==> src/rtl/iter_div_if.sv <==
// Operand/result handshake bundle for the iterative divider.
// WIDTH must match the WIDTH of the iter_div instance it is connected to.
interface iter_div_if #(
  parameter int WIDTH = 32
);
  logic             div_signed;
  logic [WIDTH-1:0] src1;
  logic [WIDTH-1:0] src2;
  logic             in_valid;
  logic             in_ready;
  logic             out_valid;
  logic             out_ready;
  logic [WIDTH-1:0] quotient;
  logic [WIDTH-1:0] remainder;
  logic             div_by_zero;

  modport master (
    output div_signed, src1, src2, in_valid, out_ready,
    input  in_ready, out_valid, quotient, remainder, div_by_zero
  );

  modport slave (
    input  div_signed, src1, src2, in_valid, out_ready,
    output in_ready, out_valid, quotient, remainder, div_by_zero
  );
endinterface

==> src/rtl/iter_div.sv <==
// Iterative radix-2 restoring divider (one quotient bit per cycle, signed/unsigned per op).
// Optional DIV_EARLY_ZERO_EN: a zero divisor skips the iterations and completes one cycle after acceptance.
module iter_div #(
  parameter int WIDTH = 32
) (
  input  logic       clk,
  input  logic       reset,
  iter_div_if.slave  bus
);

  localparam int CW = $clog2(WIDTH + 1);
  localparam logic [CW-1:0] LAST_STEP = CW'(WIDTH);

  typedef enum logic [1:0] {IDLE, BUSY, DONE} state_e;

  state_e           state_q, state_d;
  logic [CW-1:0]    cnt_q, cnt_d;
  logic [WIDTH-1:0] dvd_q, dvd_d;     // |dividend|, shifted out MSB-first while quotient bits shift in
  logic [WIDTH-1:0] rem_q, rem_d;
  logic [WIDTH-1:0] dsr_q, dsr_d;
  logic [WIDTH-1:0] src1_q, src1_d;
  logic             q_neg_q, q_neg_d;
  logic             r_neg_q, r_neg_d;
  logic [WIDTH-1:0] quotient_q, quotient_d;
  logic [WIDTH-1:0] remainder_q, remainder_d;
  logic             dbz_q, dbz_d;

  logic [WIDTH:0]   rem_shift;
  logic [WIDTH:0]   trial;
  logic             a_neg, b_neg;
  logic             early_zero;

`ifdef DIV_EARLY_ZERO_EN
  assign early_zero = (dsr_q == '0);
`else
  assign early_zero = 1'b0;
`endif

  // The shifted remainder needs WIDTH+1 bits; the kept result always fits back in WIDTH.
  assign rem_shift = {rem_q, dvd_q[WIDTH-1]};
  assign trial     = rem_shift - {1'b0, dsr_q};
  assign a_neg     = bus.div_signed & bus.src1[WIDTH-1];
  assign b_neg     = bus.div_signed & bus.src2[WIDTH-1];

  always_comb begin
    // NOTE: every _d defaults to its _q first so no path through the case leaves a latch.
    state_d     = state_q;
    cnt_d       = cnt_q;
    dvd_d       = dvd_q;
    rem_d       = rem_q;
    dsr_d       = dsr_q;
    src1_d      = src1_q;
    q_neg_d     = q_neg_q;
    r_neg_d     = r_neg_q;
    quotient_d  = quotient_q;
    remainder_d = remainder_q;
    dbz_d       = dbz_q;

    unique case (state_q)
      IDLE: begin
        if (bus.in_valid) begin
          src1_d  = bus.src1;
          dvd_d   = a_neg ? -bus.src1 : bus.src1;
          dsr_d   = b_neg ? -bus.src2 : bus.src2;
          q_neg_d = a_neg ^ b_neg;
          r_neg_d = a_neg;
          rem_d   = '0;
          cnt_d   = '0;
          state_d = BUSY;
        end
      end
      BUSY: begin
        if (cnt_q == LAST_STEP || early_zero) begin
          if (dsr_q == '0) begin
            quotient_d  = '1;
            remainder_d = src1_q;
            dbz_d       = 1'b1;
          end else begin
            quotient_d  = q_neg_q ? -dvd_q : dvd_q;
            remainder_d = r_neg_q ? -rem_q : rem_q;
            dbz_d       = 1'b0;
          end
          state_d = DONE;
        end else begin
          rem_d = trial[WIDTH] ? rem_shift[WIDTH-1:0] : trial[WIDTH-1:0];
          dvd_d = {dvd_q[WIDTH-2:0], ~trial[WIDTH]};
          cnt_d = cnt_q + 1'b1;
        end
      end
      DONE: begin
        if (bus.out_ready) state_d = IDLE;
      end
      default: state_d = IDLE;
    endcase
  end

  always_ff @(posedge clk) begin
    if (reset) begin
      state_q     <= IDLE;
      quotient_q  <= '0;
      remainder_q <= '0;
      dbz_q       <= 1'b0;
    end else begin
      state_q     <= state_d;
      quotient_q  <= quotient_d;
      remainder_q <= remainder_d;
      dbz_q       <= dbz_d;
    end
  end

  // NOTE: working registers are always loaded in IDLE before use, so they carry no reset.
  always_ff @(posedge clk) begin
    cnt_q   <= cnt_d;
    dvd_q   <= dvd_d;
    rem_q   <= rem_d;
    dsr_q   <= dsr_d;
    src1_q  <= src1_d;
    q_neg_q <= q_neg_d;
    r_neg_q <= r_neg_d;
  end

  assign bus.in_ready    = (state_q == IDLE);
  assign bus.out_valid   = (state_q == DONE);
  assign bus.quotient    = quotient_q;
  assign bus.remainder   = remainder_q;
  assign bus.div_by_zero = dbz_q;

endmodule
==> src/flat_wrapper.sv <==
// flat-port wrapper written by rule: the top's interface ports become plain ports
module iter_div_flat 
#(
  parameter int WIDTH = 32
)
  (clk, reset, bus_div_signed, bus_src1, bus_src2, bus_in_valid, bus_out_ready, bus_in_ready, bus_out_valid, bus_quotient, bus_remainder, bus_div_by_zero);
  iter_div_if #(.WIDTH(WIDTH)) bus_i ();
  input  logic clk;
  input  logic reset;
  input wire logic [$bits(bus_i.div_signed)-1:0] bus_div_signed;
  input wire logic [$bits(bus_i.src1)-1:0] bus_src1;
  input wire logic [$bits(bus_i.src2)-1:0] bus_src2;
  input wire logic [$bits(bus_i.in_valid)-1:0] bus_in_valid;
  input wire logic [$bits(bus_i.out_ready)-1:0] bus_out_ready;
  output wire logic [$bits(bus_i.in_ready)-1:0] bus_in_ready;
  output wire logic [$bits(bus_i.out_valid)-1:0] bus_out_valid;
  output wire logic [$bits(bus_i.quotient)-1:0] bus_quotient;
  output wire logic [$bits(bus_i.remainder)-1:0] bus_remainder;
  output wire logic [$bits(bus_i.div_by_zero)-1:0] bus_div_by_zero;
  assign bus_i.div_signed = bus_div_signed;
  assign bus_i.src1 = bus_src1;
  assign bus_i.src2 = bus_src2;
  assign bus_i.in_valid = bus_in_valid;
  assign bus_i.out_ready = bus_out_ready;
  assign bus_in_ready = bus_i.in_ready;
  assign bus_out_valid = bus_i.out_valid;
  assign bus_quotient = bus_i.quotient;
  assign bus_remainder = bus_i.remainder;
  assign bus_div_by_zero = bus_i.div_by_zero;
  iter_div #(.WIDTH(WIDTH)) u_core (.clk(clk), .reset(reset), .bus(bus_i));
endmodule
==> config.mk <==
export PLATFORM = sky130hd
export DESIGN_NAME = iter_div_flat
export DESIGN_NICKNAME = d
export VERILOG_FILES = /design/src/rtl/iter_div_if.sv /design/src/rtl/iter_div.sv /design/src/flat_wrapper.sv
export SDC_FILE = /design/constraint.sdc
export NUM_CORES = 1
export LEC_CHECK = 0
export BUFFER_PORTS_ARGS = -buffer_cell sky130_fd_sc_hd__buf_2
export CAP_MARGIN = 20
export CORE_MARGIN = 2
export CORE_UTILIZATION = 55
export CTS_CLUSTER_DIAMETER = 50
export DETAILED_ROUTE_END_ITERATION = 16
export GPL_ROUTABILITY_DRIVEN = 1
export HOLD_SLACK_MARGIN = 0.1
export PLACE_DENSITY = 0.76
export SLEW_MARGIN = 20
export SYNTH_ARGS = -nofsm -noshare
export SYNTH_HDL_FRONTEND = slang
export SYNTH_SLANG_ARGS = --single-unit
==> constraint.sdc <==
create_clock -name clk -period 5.77 [get_ports clk]
set_input_delay 0.2885 -clock clk [delete_from_list [all_inputs] [get_ports clk]]
set_output_delay 0.2885 -clock clk [all_outputs]
set_load 0.005 [all_outputs]
# ---- Word level (Yosys, flattened, before mapping)
# Cells that the tools add are included.
dict set report op_classes {
  addsub 6
  n_bitwise 4
  n_reduce_logical 7
  n_eq_ne 7
  n_mux 21
}
# cell n
set op_table {}
lappend op_table {{$mux 32} 11}
lappend op_table {{$neg 32->32} 4}
lappend op_table {{$pmux 32 s2} 2}
lappend op_table {{$sub 33x32->33} 1}
lappend op_table {{$logic_not 32->1} 1}
lappend op_table {{$mux 6} 2}
lappend op_table {{$pmux 6 s2} 1}
lappend op_table {{$add 6x1->6 const B} 1}
lappend op_table {{$eq 6x6->1 const B} 1}
lappend op_table {{$mux 2} 3}
lappend op_table {{$ne 2x2->1 const B} 3}
lappend op_table {{$pmux 2 s3} 1}
lappend op_table {{$reduce_and 3->1} 2}
lappend op_table {{$reduce_and 2->1} 2}
lappend op_table {{$and 1x1->1} 2}
lappend op_table {{$eq 2x1->1 const B} 1}
lappend op_table {{$eq 2x2->1 const B} 1}
lappend op_table {{$logic_not 2->1} 1}
lappend op_table {{$ne 2x1->1 const B} 1}
lappend op_table {{$reduce_bool 2->1} 1}
lappend op_table {{$mux 1} 1}
lappend op_table {{$not 1->1} 1}
lappend op_table {{$xor 1x1->1} 1}
dict set report word_totals {
  out_inout_bits 67
  reg_bits 203
  in_bits 69
  wordCells 56
}

# ---- Depth between registers and ports, before layout
# Gate-level depths: netlist of run 1.
dict set report depth {
  word_depth 4
  mapped_depth 13
}

# ---- Worst setup path before layout of run 1
# No wires, ideal clock.
dict set report synth_timing {
  path_kind {register -> register}
  startpoint {reg u_core.cnt_q[0]}
  endpoint {reg u_core.cnt_q[0] (enable)}
  stages_incl_launch_ff 6
  setup_ps 514
  path_buffers 0
  t_required_ps 5256
  setup_slack_ps 1267
  arrival_time_ps 3989
  cell_sequence {edfxtp_1 > inv_1 > ha_1 > nand2_1 > nor4_1 > o21bai_1}
}
dict set report synth_between {
  elab_chain_len 3
}
# item line
set synth_rtl {}
lappend synth_rtl {{from (decl)} iter_div.sv:17} ;# logic [CW-1:0] cnt_q, cnt_d;
lappend synth_rtl {{from (signal assigned)} iter_div.sv:113} ;# cnt_q <= cnt_d;
lappend synth_rtl {{$eq 6x6->1} iter_div.sv:73} ;# if (cnt_q == LAST_STEP || early_zero) begin
lappend synth_rtl {{$ne 2x2->1 (no line)} -}
lappend synth_rtl {{$reduce_and 3->1 (no line)} -}
# No other way between the ends.
# A chain may end at the register's enable or synchronous reset.

# ---- Worst setup path in the final report of run 1
dict set report layout_timing {
  startpoint {reg u_core.rem_q[18]}
  endpoint {reg u_core.rem_q[16] (data pin)}
}
dict set report layout_between {
  elab_chain_len 4
}
# item line
set layout_rtl {}
lappend layout_rtl {{from (decl)} iter_div.sv:19} ;# logic [WIDTH-1:0] rem_q, rem_d;
lappend layout_rtl {{from (signal assigned)} iter_div.sv:115} ;# rem_q <= rem_d;
lappend layout_rtl {{$sub 33x32->33} iter_div.sv:41} ;# assign trial = rem_shift - {1'b0, dsr_q};
lappend layout_rtl {{$mux 32} iter_div.sv:85} ;# rem_d = trial[WIDTH] ? rem_shift[WIDTH-1:0] : trial[WIDTH-1:0];
lappend layout_rtl {{$mux 32} iter_div.sv:73}
lappend layout_rtl {{$pmux 32 s2} iter_div.sv:59} ;# unique case (state_q)
# No other way between the ends. The select of a mux whose other input is x is not followed.

==> impl_metrics.json, run 1 <==
{
  "sum_of_buffers_and_inverters_on_the_critical_path": 1,
  "cts.root.buffer_cell": "sky130_fd_sc_hd__clkbuf_16",
  "irDropWorstVdd_mv": 0.218,
  "finalPower_mw": 4.70,
  "synth_async_sr_flop_share_pct": 0,
  "crit_path_start_kind": "register",
  "grt_max_degree": 72,
  "post_synth_top_cells": "sky130_fd_sc_hd__nor2_1, sky130_fd_sc_hd__edfxtp_1, sky130_fd_sc_hd__nand2_1",
  "floorplan.initialDensity_pct": 56.2,
  "critical_path_type": "reg -> reg",
  "type_of_the_tightest_min_delay_check": "in -> reg",
  "vias_in_the_first_global_route": 10200,
  "via_per_inst": 6.06,
  "timing.reg2reg.setup_slack_ns": 1.90,
  "post_route_cells_drive_above_1_share_pct": 14.2,
  "rr_worst_depth": 10,
  "overall_global_routing_resource_usage_pct": 27.6,
  "number_of_max_slew_violations_in_the_final_report": 0,
  "cell_type_with_the_largest_total_area_after_synthesis": "sky130_fd_sc_hd__edfxtp_1",
  "min_period_over_period_pct": 67.0,
  "maxCapViolCount": 0,
  "setup-tns-final_ns": 0,
  "worst_hold_path.num_cells": 2,
  "r2r_start": "u_core.rem_q[18]",
  "place.detailed.instances": 1693,
  "power.density_nw_per_um2": 323,
  "antenna_violations_before_repair": 0,
  "postRouteAntennaNets": 0,
  "holdCritStartpoint": "bus_src2[28]",
  "diodes": 0,
  "dp_hpwl_um": 23200,
  "clkTransAtPathRegs_ns": 0.06,
  "layout.nets": 1603,
  "drt-pass1-iter-count": 5,
  "layout.core_utilization_pct": 66.5,
  "cpMostUsedCell": "sky130_fd_sc_hd__nor3_1",
  "yosysMostFrequentCell": "sky130_fd_sc_hd__nor2_1",
  "timing.final.setup_violations": 0,
  "worst_hold_endpoint": "u_core.dsr_q[28]",
  "worst_path_dominant_cell_family": "simple AND/OR/NAND/NOR gates",
  "final-instance-count-excl-fill": 1795,
  "number_of_levels_the_h_tree_was_split_into": 1,
  "routabilityCongestion": 0.936,
  "postCtsResizedCells": 0,
  "synthTopCellsByArea": "sky130_fd_sc_hd__edfxtp_1, sky130_fd_sc_hd__dfxtp_1, sky130_fd_sc_hd__xnor2_1, sky130_fd_sc_hd__nor2_1, sky130_fd_sc_hd__xor2_1",
  "synth-seq-area-share_pct": 44.1,
  "row_count": 54,
  "synth-edff-count": 136,
  "sequential_cell_area_um2": 5430,
  "synth_fp_nets": 1444,
  "core-area_um2": 21900,
  "port_buffers": 135,
  "area_growth_syn_to_layout_pct": 18.4,
  "ios": 136,
  "cts_buffers": 27,
  "ys_warn_count": 0,
  "critical_path.reg2reg.endpoint": "u_core.rem_q[16]",
  "highest_net_fanout_along_the_worst_path": 39,
  "fillers": 1759,
  "cts_tree": "built",
  "max_freq_mhz": 259,
  "cp-end-kind": "register",
  "slew-limit-headroom_pct": 34.0,
  "min_period_ns": 3.87,
  "primary_flip_flop_cell_chosen_by_synthesis_mapping": "sky130_fd_sc_hd__edfxtp_1",
  "insertion_delay_ns": 0.53,
  "fin_skew_ns": 0.0110,
  "tightestPinTransition_ns": 0.990,
  "cpMaxStageDelayCell": "sky130_fd_sc_hd__edfxtp_1",
  "path_cells": "ha_1, a21oi_1, o21ai_0, or3_1, nor3_1, nor3_1, a211oi_4, buf_4, mux2i_1, nor2_1",
  "die-area_um2": 23600,
  "route.detailed.wl_per_inst_um": 18.5,
  "syn_avg_cell_area_um2": 9.21,
  "holdBufCountCts": 53,
  "global_route_wire_length_before_repair_um": 53300,
  "floorplan.die.width_um": 154,
  "synth_seq_cells": 203,
  "post_synth_inst_count": 1336,
  "maximum_cell_stage_delay_along_the_critical_path_ns": 0.51,
  "cts_setup_buffers": 0,
  "synth_area_um2": 12300,
  "run_status": "completed",
  "drt_wl_total_um": 33200,
  "p_leak_nw": 5.73,
  "num_vias": 10900,
  "timing_hold_violations_final": 0,
  "grt_setup_unrepaired": "no",
  "die_h_um": 154,
  "post_synth_num_cell_types": 66,
  "timing.critical_path.required_ns": 6.03,
  "multi_input_area_um2": 6420,
  "data_arrival_time_of_the_worst_path_ns": 4.12,
  "clk_path_buf_depth": 3,
  "grt_overflow": 0,
  "synthDominantCellAreaShare_pct": 33.2,
  "cts.sink_count": 203,
  "initialDrtViolationCount": 1050,
  "remaining_drc_errors": 0
}
-- worst max path at each step --
stage                     cells past startpoint               end        startpoint
after detailed placement                     10   u_core.rem_q[3]  u_core.rem_q[18]
after CTS                                    10  u_core.rem_q[16]  u_core.rem_q[18]
after floorplan                               5   u_core.cnt_q[0]   u_core.cnt_q[0]
after global routing                         10  u_core.rem_q[16]  u_core.rem_q[18]
after global placement                       10  u_core.rem_q[10]  u_core.rem_q[18]
final                                        10  u_core.rem_q[16]  u_core.rem_q[18]
-- layout by cell type (no fill, tap or decap), drive strengths merged, types with 8 or more instances in the layout --
cell type / netlist / layout
dfxtp: 67 / 67
nand3: 13 / 13
edfxtp: 136 / 136
nand2b: 19 / 19
and3: 10 / 10
nor4: 22 / 22
a21oi: 97 / 97
nand3b: 8 / 8
ha: 38 / 38
xor2: 61 / 61
nor2: 154 / 154
mux2i: 27 / 27
a211oi: 30 / 30
a31oi: 8 / 8
o211ai: 18 / 18
nor3: 28 / 28
or4: 16 / 16
o41ai: 12 / 12
or2: 10 / 10
buf: 8 / 145
and2: 14 / 14
nand4: 9 / 9
xnor2: 81 / 81
or3: 10 / 10
o21bai: 10 / 10
dlygate4sd3: 0 / 53
o31ai: 16 / 16
o22ai: 22 / 22
inv: 57 / 62
clkbuf: 60 / 35
a311oi: 11 / 11
nand2: 123 / 123
a21o: 13 / 13
o21ai: 85 / 85
-- worst register-to-register path, stage by stage, from the launching register on --
cell and delay [ns]:
sky130_fd_sc_hd__edfxtp_1 0.51, sky130_fd_sc_hd__ha_1 0.45, sky130_fd_sc_hd__a21oi_1 0.24, sky130_fd_sc_hd__o21ai_0 0.20
sky130_fd_sc_hd__or3_1 0.38, sky130_fd_sc_hd__nor3_1 0.45, sky130_fd_sc_hd__nor3_1 0.21, sky130_fd_sc_hd__a211oi_4 0.28
sky130_fd_sc_hd__buf_4 0.50, sky130_fd_sc_hd__mux2i_1 0.33, sky130_fd_sc_hd__nor2_1 0.05
-- cells by family after synthesis --
| group | synth area share, % |
|---|---|
| buffers and inverters | 3.93 |
| xor gates and xnor gates | 10.1 |
| and+or+nand+nor | 17.5 |
| DFF | 44.1 |
| adders and majority gates | 4.03 |
| muxes | 2.29 |
| AOI/OAI and AO/OA | 18.0 |
-- sequential cells by signal, summed over array words and instances (netlist names) --
register / count
u_core.cnt_q: 6
u_core.r_neg_q: 1
u_core.dvd_q: 32
u_core.bus.div_by_zero: 1
u_core.src1_q: 32
u_core.bus.remainder: 32
u_core.rem_q: 32
u_core.state_q: 2
u_core.q_neg_q: 1
u_core.bus.quotient: 32
u_core.dsr_q: 32
-- layer usage --
layer / up-vias / track usage [%] / part of all wire, %
met5: - / 0 / 0
met3: 74 / 3.04 / 7.0
met4: 0 / 9.48 / 3.6
li1: 5157 / - / -
met1: 5170 / 38.7 / 43
met2: 478 / 44.9 / 46
-- cell type report --
class,count,share of cell area [%]
Clock inverter,14,1.05
Multi-Input combinational cell,1008,44.1
Inverter,57,1.47
Timing Repair Buffer,198,8.80
Clock buffer,35,4.91
Tap cell,280,2.41
Sequential cell,203,37.3
-- through the flow --
step / hold WS, ns / area, um2 / setup slack [ns]
2_1_floorplan: 0.387 / 12300 / 1.27
3_3_place_gp: 0.441 / 13200 / 2.23
3_5_place_dp: 0.451 / 13200 / 2.07
4_1_cts: 0.101 / 14600 / 2.01
5_1_grt: 0.133 / 14600 / 1.75
6_report: 0.110 / 14600 / 1.90
-- report_power, final --
group | switching (mW) | internal, mW | total (mW)
combinational | 0.689 | 0.499 | 1.19
sequential | 0.161 | 1.73 | 1.89
clock | 0.649 | 0.976 | 1.62
total | 1.50 | 3.20 | 4.70
No activity file was read; power rests on OpenSTA's default activity.
==> inputs of run 2 (changes only) <==
--- a/config.mk
+++ b/config.mk
@@ -5,6 +5,7 @@
 export SDC_FILE = /design/constraint.sdc
 export NUM_CORES = 1
 export LEC_CHECK = 0
+export ABC_AREA = 1
 export BUFFER_PORTS_ARGS = -buffer_cell sky130_fd_sc_hd__buf_2
 export CAP_MARGIN = 20
 export CORE_MARGIN = 2
@@ -13,7 +14,7 @@
 export DETAILED_ROUTE_END_ITERATION = 16
 export GPL_ROUTABILITY_DRIVEN = 1
 export HOLD_SLACK_MARGIN = 0.1
-export PLACE_DENSITY = 0.76
+export PLACE_DENSITY = 0.75
 export SLEW_MARGIN = 20
 export SYNTH_ARGS = -nofsm -noshare
 export SYNTH_HDL_FRONTEND = slang
==> constraint.sdc (replaced) <==
create_clock -name clk -period 3.9 [get_ports clk]
set_input_delay 0.195 -clock clk [delete_from_list [all_inputs] [get_ports clk]]
set_output_delay 0.195 -clock clk [all_outputs]
set_load 0.005 [all_outputs]
==> run 2 against run 1 <==
Global-route usage rose by 3.4 points. Clock power increased by 48%. Combinational power is 120% higher. Non-clock buffer count rose by 14. Clock skew fell by 0.00066 ns. Sequential share of layout area decreased by 5.0 points. Total power rose by 66%. Critical path depth increased by 5.
==> impl_metrics.json, run 2 <==
{
  "row_count": 59,
  "r2r_start": "u_core.dvd_q[31]",
  "route.detailed.wl_per_inst_um": 15.9,
  "fin_skew_ns": 0.0103,
  "post_synth_inst_count": 2121,
  "crit_path_start_kind": "register",
  "cts_tree": "built",
  "routabilityCongestion": 0.989,
  "postRouteAntennaNets": 0,
  "dp_hpwl_um": 32100,
  "synth_async_sr_flop_share_pct": 0,
  "final_common_cell": "sky130_fd_sc_hd__nand2_1",
  "grt_setup_unrepaired": "no",
  "worst_hold_path.num_cells": 3,
  "timing_hold_violations_final": 0,
  "cts.root.buffer_cell": "sky130_fd_sc_hd__clkbuf_16",
  "grt_max_degree": 71,
  "antenna_violations_before_repair": 1,
  "diodes": 0,
  "grt_overflow": 0,
  "synth_fp_nets": 2229,
  "synth-seq-area-share_pct": 38.0,
  "number_of_levels_the_h_tree_was_split_into": 1,
  "global_route_wire_length_before_repair_um": 66800,
  "worst_hold_endpoint": "u_core.dsr_q[14]",
  "port_buffers": 135,
  "ios": 136,
  "num_vias": 14400,
  "power.density_nw_per_um2": 464,
  "insertion_delay_ns": 0.54,
  "cell_type_with_the_largest_total_area_after_synthesis": "sky130_fd_sc_hd__edfxtp_1",
  "layout.nets": 2415,
  "yosysMostFrequentCell": "sky130_fd_sc_hd__nand2_1",
  "die_h_um": 165,
  "critical_path.reg2reg.endpoint": "u_core.rem_q[4]",
  "max_freq_mhz": 369,
  "overall_global_routing_resource_usage_pct": 31.1,
  "synth-edff-count": 136,
  "maximum_cell_stage_delay_along_the_critical_path_ns": 0.42,
  "preCtsSetupSlack_ns": 1.22,
  "slew-limit-headroom_pct": 29.6,
  "type_of_the_tightest_min_delay_check": "in -> reg",
  "via_per_inst": 5.41,
  "setup-tns-final_ns": 0,
  "primary_flip_flop_cell_chosen_by_synthesis_mapping": "sky130_fd_sc_hd__edfxtp_1",
  "area_growth_syn_to_layout_pct": 17.6,
  "holdCritStartpoint": "bus_src2[14]",
  "layout.core_utilization_pct": 65.2,
  "floorplan.initialDensity_pct": 55.5,
  "irDropWorstVdd_mv": 0.370,
  "floorplan.die.width_um": 165,
  "number_of_max_slew_violations_in_the_final_report": 0,
  "drt-pass1-iter-count": 5,
  "post_synth_num_cell_types": 44,
  "path_cells": "inv_1, ha_1, fa_1, inv_1, nand2_1, nand2_1, nand3_1, nand2_2, nand2_2, nand2_4, nand2_4, nand3_2, nand2_4, nor2_1, nor2_1",
  "critical_path_type": "reg -> reg",
  "ys_warn_count": 0,
  "postLayoutSetupSlackWorst_ns": 1.19,
  "synthDominantCellAreaShare_pct": 28.6,
  "remaining_drc_errors": 0,
  "rr_worst_depth": 15,
  "initialDrtViolationCount": 1631,
  "cpMostUsedCell": "sky130_fd_sc_hd__nand2_4",
  "cp-end-kind": "register",
  "cts.sink_count": 203,
  "p_leak_nw": 8.42,
  "drt_wl_total_um": 42400,
  "layout.cells.most_common_list": "sky130_fd_sc_hd__nand2_1, sky130_fd_sc_hd__inv_1, sky130_fd_sc_hd__nor2_1",
  "timing.reg2reg.setup_slack_ns": 1.19,
  "clkTransAtPathRegs_ns": 0.06,
  "tightestPinTransition_ns": 1.06,
  "min_period_over_period_pct": 69.6,
  "die-area_um2": 27300,
  "core-area_um2": 25800,
  "cts_setup_buffers": 0,
  "postCtsResizedCells": 0,
  "maxCapViolCount": 0,
  "synth_area_um2": 14300,
  "post_route_cells_drive_above_1_share_pct": 10.4,
  "clk_path_buf_depth": 3,
  "syn_avg_cell_area_um2": 6.74,
  "data_arrival_time_of_the_worst_path_ns": 3.01,
  "min_period_ns": 2.71,
  "highest_net_fanout_along_the_worst_path": 17,
  "timing.final.setup_violations": 0,
  "vias_in_the_first_global_route": 13100,
  "cts_buffers": 26,
  "synthTopCellsByArea": "sky130_fd_sc_hd__edfxtp_1, sky130_fd_sc_hd__nand2_1, sky130_fd_sc_hd__dfxtp_1, sky130_fd_sc_hd__inv_1, sky130_fd_sc_hd__nand3_1",
  "timing.critical_path.required_ns": 4.19,
  "synth_seq_cells": 203,
  "cpMaxStageDelayCell": "sky130_fd_sc_hd__fa_1",
  "post_synth_top_cells": "sky130_fd_sc_hd__nand2_1, sky130_fd_sc_hd__inv_1, sky130_fd_sc_hd__nor2_1",
  "run_status": "completed"
}
[run 2: repair_timing]
action / CTS / global route
hold endpoints to repair: 75 / 0
hold buffers: 66 / 0
endpoints found under the setup margin: 0 / 0
[run 2: per-layer routing]
layer	share of wire, %	track usage (%)	up-vias
met5	0.031	0	-
met4	2.4	8.18	2
met3	10	6.99	79
met2	43	47.1	608
met1	44	44.8	6582
li1	-	-	7127
[run 2: critical path: cells and delay by family, from the launching register on]
kind / cells / cell delay [ns]
flip-flops: 1 / 0.38
AND/OR/NAND/NOR: 11 / 1.29
buffers and inverters: 2 / 0.18
adder cells (fa/ha/maj): 2 / 0.62
[run 2: logic make-up after synthesis]
| group | Yosys count | share of synthesized area (%) |
|---|---|---|
| and+or+nand+nor | 1222 | 36.4 |
| buffers and inverters | 413 | 11.3 |
| AOI/OAI and AO/OA | 178 | 6.84 |
| xor gates and xnor gates | 66 | 4.04 |
| DFF | 203 | 38.0 |
| adders and majority gates | 39 | 3.47 |
[run 2: how the worst max path moves through the flow]
stage / start / end / slack, ns / cells past startpoint
after floorplan: u_core.state_q[1] / u_core.dsr_q[0] / 0.03 / 3
after global placement: u_core.dvd_q[31] / u_core.rem_q[0] / 1.31 / 15
after detailed placement: u_core.dvd_q[31] / u_core.rem_q[3] / 1.22 / 15
after CTS: u_core.dvd_q[31] / u_core.rem_q[3] / 1.20 / 15
after global routing: u_core.dvd_q[31] / u_core.rem_q[4] / 0.93 / 15
final: u_core.dvd_q[31] / u_core.rem_q[4] / 1.19 / 15
[run 2: per-stage QoR]
stage / hold slack, ns / area, um2 / instances / total power, mW
global placement: 0.410 / 15200 / 2547 / 5.27
CTS: 0.119 / 16800 / 2661 / 7.78
detailed placement: 0.409 / 15200 / 2547 / 5.31
finish: 0.156 / 16800 / 2662 / 7.80
global route: 0.168 / 16800 / 2662 / 8.28
floorplan: 0.294 / 14300 / 2121 / 4.66
[run 2: area by class of cell]
cell class	instances	area (um2)
Clock buffer	37	773
Inverter	359	1350
Sequential cell	203	5430
Clock inverter	11	111
Multi-Input combinational cell	1505	7280
Timing Repair Buffer	212	1450
Tap cell	335	419
Fill cell	2377	8960
[run 2: power by group]
group          switching [mW]  leakage (nW)  internal, mW  total (mW)
Combinational            1.71          6.08         0.857        2.57
Sequential              0.238          1.90          2.58        2.82
Clock                   0.947         0.436          1.46        2.40
==> inputs of run 3 (changes only) <==
--- a/config.mk
+++ b/config.mk
@@ -14,7 +14,7 @@
 export DETAILED_ROUTE_END_ITERATION = 16
 export GPL_ROUTABILITY_DRIVEN = 1
 export HOLD_SLACK_MARGIN = 0.1
-export PLACE_DENSITY = 0.75
+export PLACE_DENSITY = 0.78
 export SLEW_MARGIN = 20
 export SYNTH_ARGS = -nofsm -noshare
 export SYNTH_HDL_FRONTEND = slang
==> constraint.sdc (replaced) <==
create_clock -name clk -period 2.35 [get_ports clk]
set_input_delay 0.1175 -clock clk [delete_from_list [all_inputs] [get_ports clk]]
set_output_delay 0.1175 -clock clk [all_outputs]
set_load 0.005 [all_outputs]
==> run 3 against run 2 <==
The run now ends with setup timing left. Critical path type unchanged. Sequential share of layout area is 1.9 points lower. Clock skew is 0.0091 ns higher. Sequential cell count stayed put. Sequential power is 63% higher. Largest cell class unchanged.
==> impl_metrics.json, run 3 (synthesized netlist as in run 2, its figures left out) <==
{
  "run_status": "complete, but fails checks",
  "violated_checks": "setup timing",
  "crit_path_start": "u_core.dsr_q[0]",
  "power.density_nw_per_um2": 793,
  "cts_tree": "built",
  "post_route_cells_drive_above_1_share_pct": 15.0,
  "maxCapViolCount": 0,
  "grt_setup_unrepaired": "yes",
  "drt_wl_total_um": 45200,
  "critical_path_type": "reg -> reg",
  "routabilityCongestion": 0.978,
  "min_period_over_period_pct": 102,
  "min_period_ns": 2.41,
  "grt_max_degree": 71,
  "cts_buffers": 27,
  "postLayoutSetupSlackWorst_ns": -0.0551,
  "sum_of_buffers_and_inverters_on_the_critical_path": 2,
  "endpoint": "u_core.rem_q[2]",
  "timing.final.setup_violations": 26,
  "row_count": 59,
  "floorplan.initialDensity_pct": 55.5,
  "slew-limit-headroom_pct": 46.6,
  "core-area_um2": 25800,
  "initialDrtViolationCount": 1833,
  "insertion_delay_ns": 0.54,
  "maximum_cell_stage_delay_along_the_critical_path_ns": 0.42,
  "diodes": 0,
  "route.detailed.wl_per_inst_um": 16.6,
  "rr_worst_depth": 15,
  "max_freq_mhz": 416,
  "irDropWorstVdd_mv": 0.642,
  "p_leak_nw": 8.86,
  "port_buffers": 135,
  "type_of_the_tightest_min_delay_check": "in -> reg",
  "postRouteAntennaNets": 0,
  "crit_path_start_kind": "register",
  "antenna_violations_before_repair": 0,
  "timing.critical_path.required_ns": 2.63,
  "drt-pass1-iter-count": 8,
  "fin_skew_ns": 0.0195,
  "number_of_levels_the_h_tree_was_split_into": 1,
  "layout.nets": 2486,
  "r2r_start": "u_core.dsr_q[0]",
  "timing.reg2reg.setup_slack_ns": -0.06,
  "path_cells": "ha_4, fa_2, inv_2, nand2_2, nand2_2, nand3_2, nand2_2, nand2_2, nand2_4, nand2_8, nand3_4, buf_12, nand3_1, nand2_1, nor2_1",
  "timing_hold_violations_final": 0,
  "die-area_um2": 27300,
  "data_arrival_time_of_the_worst_path_ns": 2.69,
  "num_vias": 15000,
  "cpMostUsedCell": "sky130_fd_sc_hd__nand2_2",
  "final_common_cell": "sky130_fd_sc_hd__nand2_1",
  "remaining_drc_errors": 0,
  "finalPower_mw": 14.1,
  "final-instance-count-excl-fill": 2733,
  "cts.sink_count": 203,
  "place.detailed.instances": 2607,
  "die_h_um": 165,
  "number_of_max_slew_violations_in_the_final_report": 0,
  "via_per_inst": 5.50,
  "dp_hpwl_um": 33500,
  "path_depth": 15,
  "cts.root.buffer_cell": "sky130_fd_sc_hd__clkbuf_16",
  "layout.cells.most_common_list": "sky130_fd_sc_hd__nand2_1, sky130_fd_sc_hd__inv_1, sky130_fd_sc_hd__nor2_1",
  "floorplan.die.width_um": 165,
  "highest_net_fanout_along_the_worst_path": 8,
  "grt_overflow": 0,
  "global_route_wire_length_before_repair_um": 69600,
  "clkTransAtPathRegs_ns": 0.06,
  "cpMaxStageDelayCell": "sky130_fd_sc_hd__edfxtp_1",
  "tightestPinTransition_ns": 0.800,
  "fillers": 2131,
  "worst_path_dominant_cell_family": "simple AND/OR/NAND/NOR gates",
  "area_growth_syn_to_layout_pct": 24.8,
  "layout.core_utilization_pct": 69.2,
  "critical_path.reg2reg.endpoint": "u_core.rem_q[2]",
  "ios": 136,
  "vias_in_the_first_global_route": 13800,
  "cp-end-kind": "register",
  "overall_global_routing_resource_usage_pct": 32.5,
  "clk_path_buf_depth": 3
}
-- run 3: changes by cell type in the layout (fill, tap and decap cells not counted), sizes merged --
cell         before  now
buf             146  210
bufinv            1    5
clkbuf           37   33
dlygate4sd3      66   69
inv             361  364
clkinv            7    9
clkinvlp          1    0
-- run 3: layer usage --
layer | vias up | global-route usage [%] | wire (um)
met5 | - | 0 | 0
met4 | 0 | 10.4 | 1490
met3 | 100 | 5.64 | 4500
met2 | 782 | 51.2 | 19700
met1 | 6868 | 45.8 | 19500
li1 | 7283 | - | -
-- run 3: worst register-to-register path, stage by stage, from the launching register on --
cell	delay, ns
sky130_fd_sc_hd__edfxtp_1	0.42
sky130_fd_sc_hd__ha_4	0.20
sky130_fd_sc_hd__fa_2	0.39
sky130_fd_sc_hd__inv_2	0.08
sky130_fd_sc_hd__nand2_2	0.05
sky130_fd_sc_hd__nand2_2	0.07
sky130_fd_sc_hd__nand3_2	0.07
sky130_fd_sc_hd__nand2_2	0.08
sky130_fd_sc_hd__nand2_2	0.08
sky130_fd_sc_hd__nand2_4	0.11
sky130_fd_sc_hd__nand2_8	0.08
sky130_fd_sc_hd__nand3_4	0.14
sky130_fd_sc_hd__buf_12	0.16
sky130_fd_sc_hd__nand3_1	0.09
sky130_fd_sc_hd__nand2_1	0.08
sky130_fd_sc_hd__nor2_1	0.05
-- run 3: worst min-delay path by stage --
stage                            from  slack [ns]                  endpoint  cells after the start
after floorplan           bus_src2[0]        0.22           u_core.dsr_q[0]                      0
after global placement    bus_src2[0]        0.33           u_core.dsr_q[0]                      1
after detailed placement  bus_src2[0]        0.34           u_core.dsr_q[0]                      1
after CTS                       reset        0.18  u_core.bus.remainder[15]                      3
after global routing            reset        0.22  u_core.bus.remainder[12]                      3
final                           reset        0.20  u_core.bus.remainder[15]                      3
-- run 3: timing repair --
item,CTS,global route
hold buffers,69,0
buffers inserted,1,4
endpoints found under the hold margin,95,0
gates resized for setup,7,55
cloned,0,3
pin swaps,1,22
setup endpoints to repair,33,39
-- run 3: through the flow --
| stage | worst slack [ns] | hold WS, ns | area, um2 | setup TNS [ns] |
|---|---|---|---|---|
| floorplan | -0.825 | 0.216 | 14300 | -57.73 |
| global placement | 0.0305 | 0.334 | 15800 | 0 |
| detailed placement | -0.0518 | 0.337 | 15800 | -0.850 |
| CTS | 0.00639 | 0.181 | 17500 | 0 |
| global route | -0.178 | 0.222 | 17800 | -4.45 |
| finish | -0.0551 | 0.205 | 17800 | -0.507 |
-- run 3: cell type report --
type                       instances  area [um2]  share of cell area [%]
tap                              335         419                    2.35
multi-input combinational       1505        7590                    42.6
clock inverter                    19         249                    1.40
timing repair buffer             282        2100                    11.8
sequential                       203        5430                    30.4
clock buffer                      30         697                    3.91
inverter                         359        1350                    7.56
-- run 3: power by group --
part / switching [mW] / internal [mW] / total (mW)
logic: 3.27 / 1.92 / 5.19
registers: 0.329 / 4.28 / 4.61
clock network: 1.63 / 2.71 / 4.34
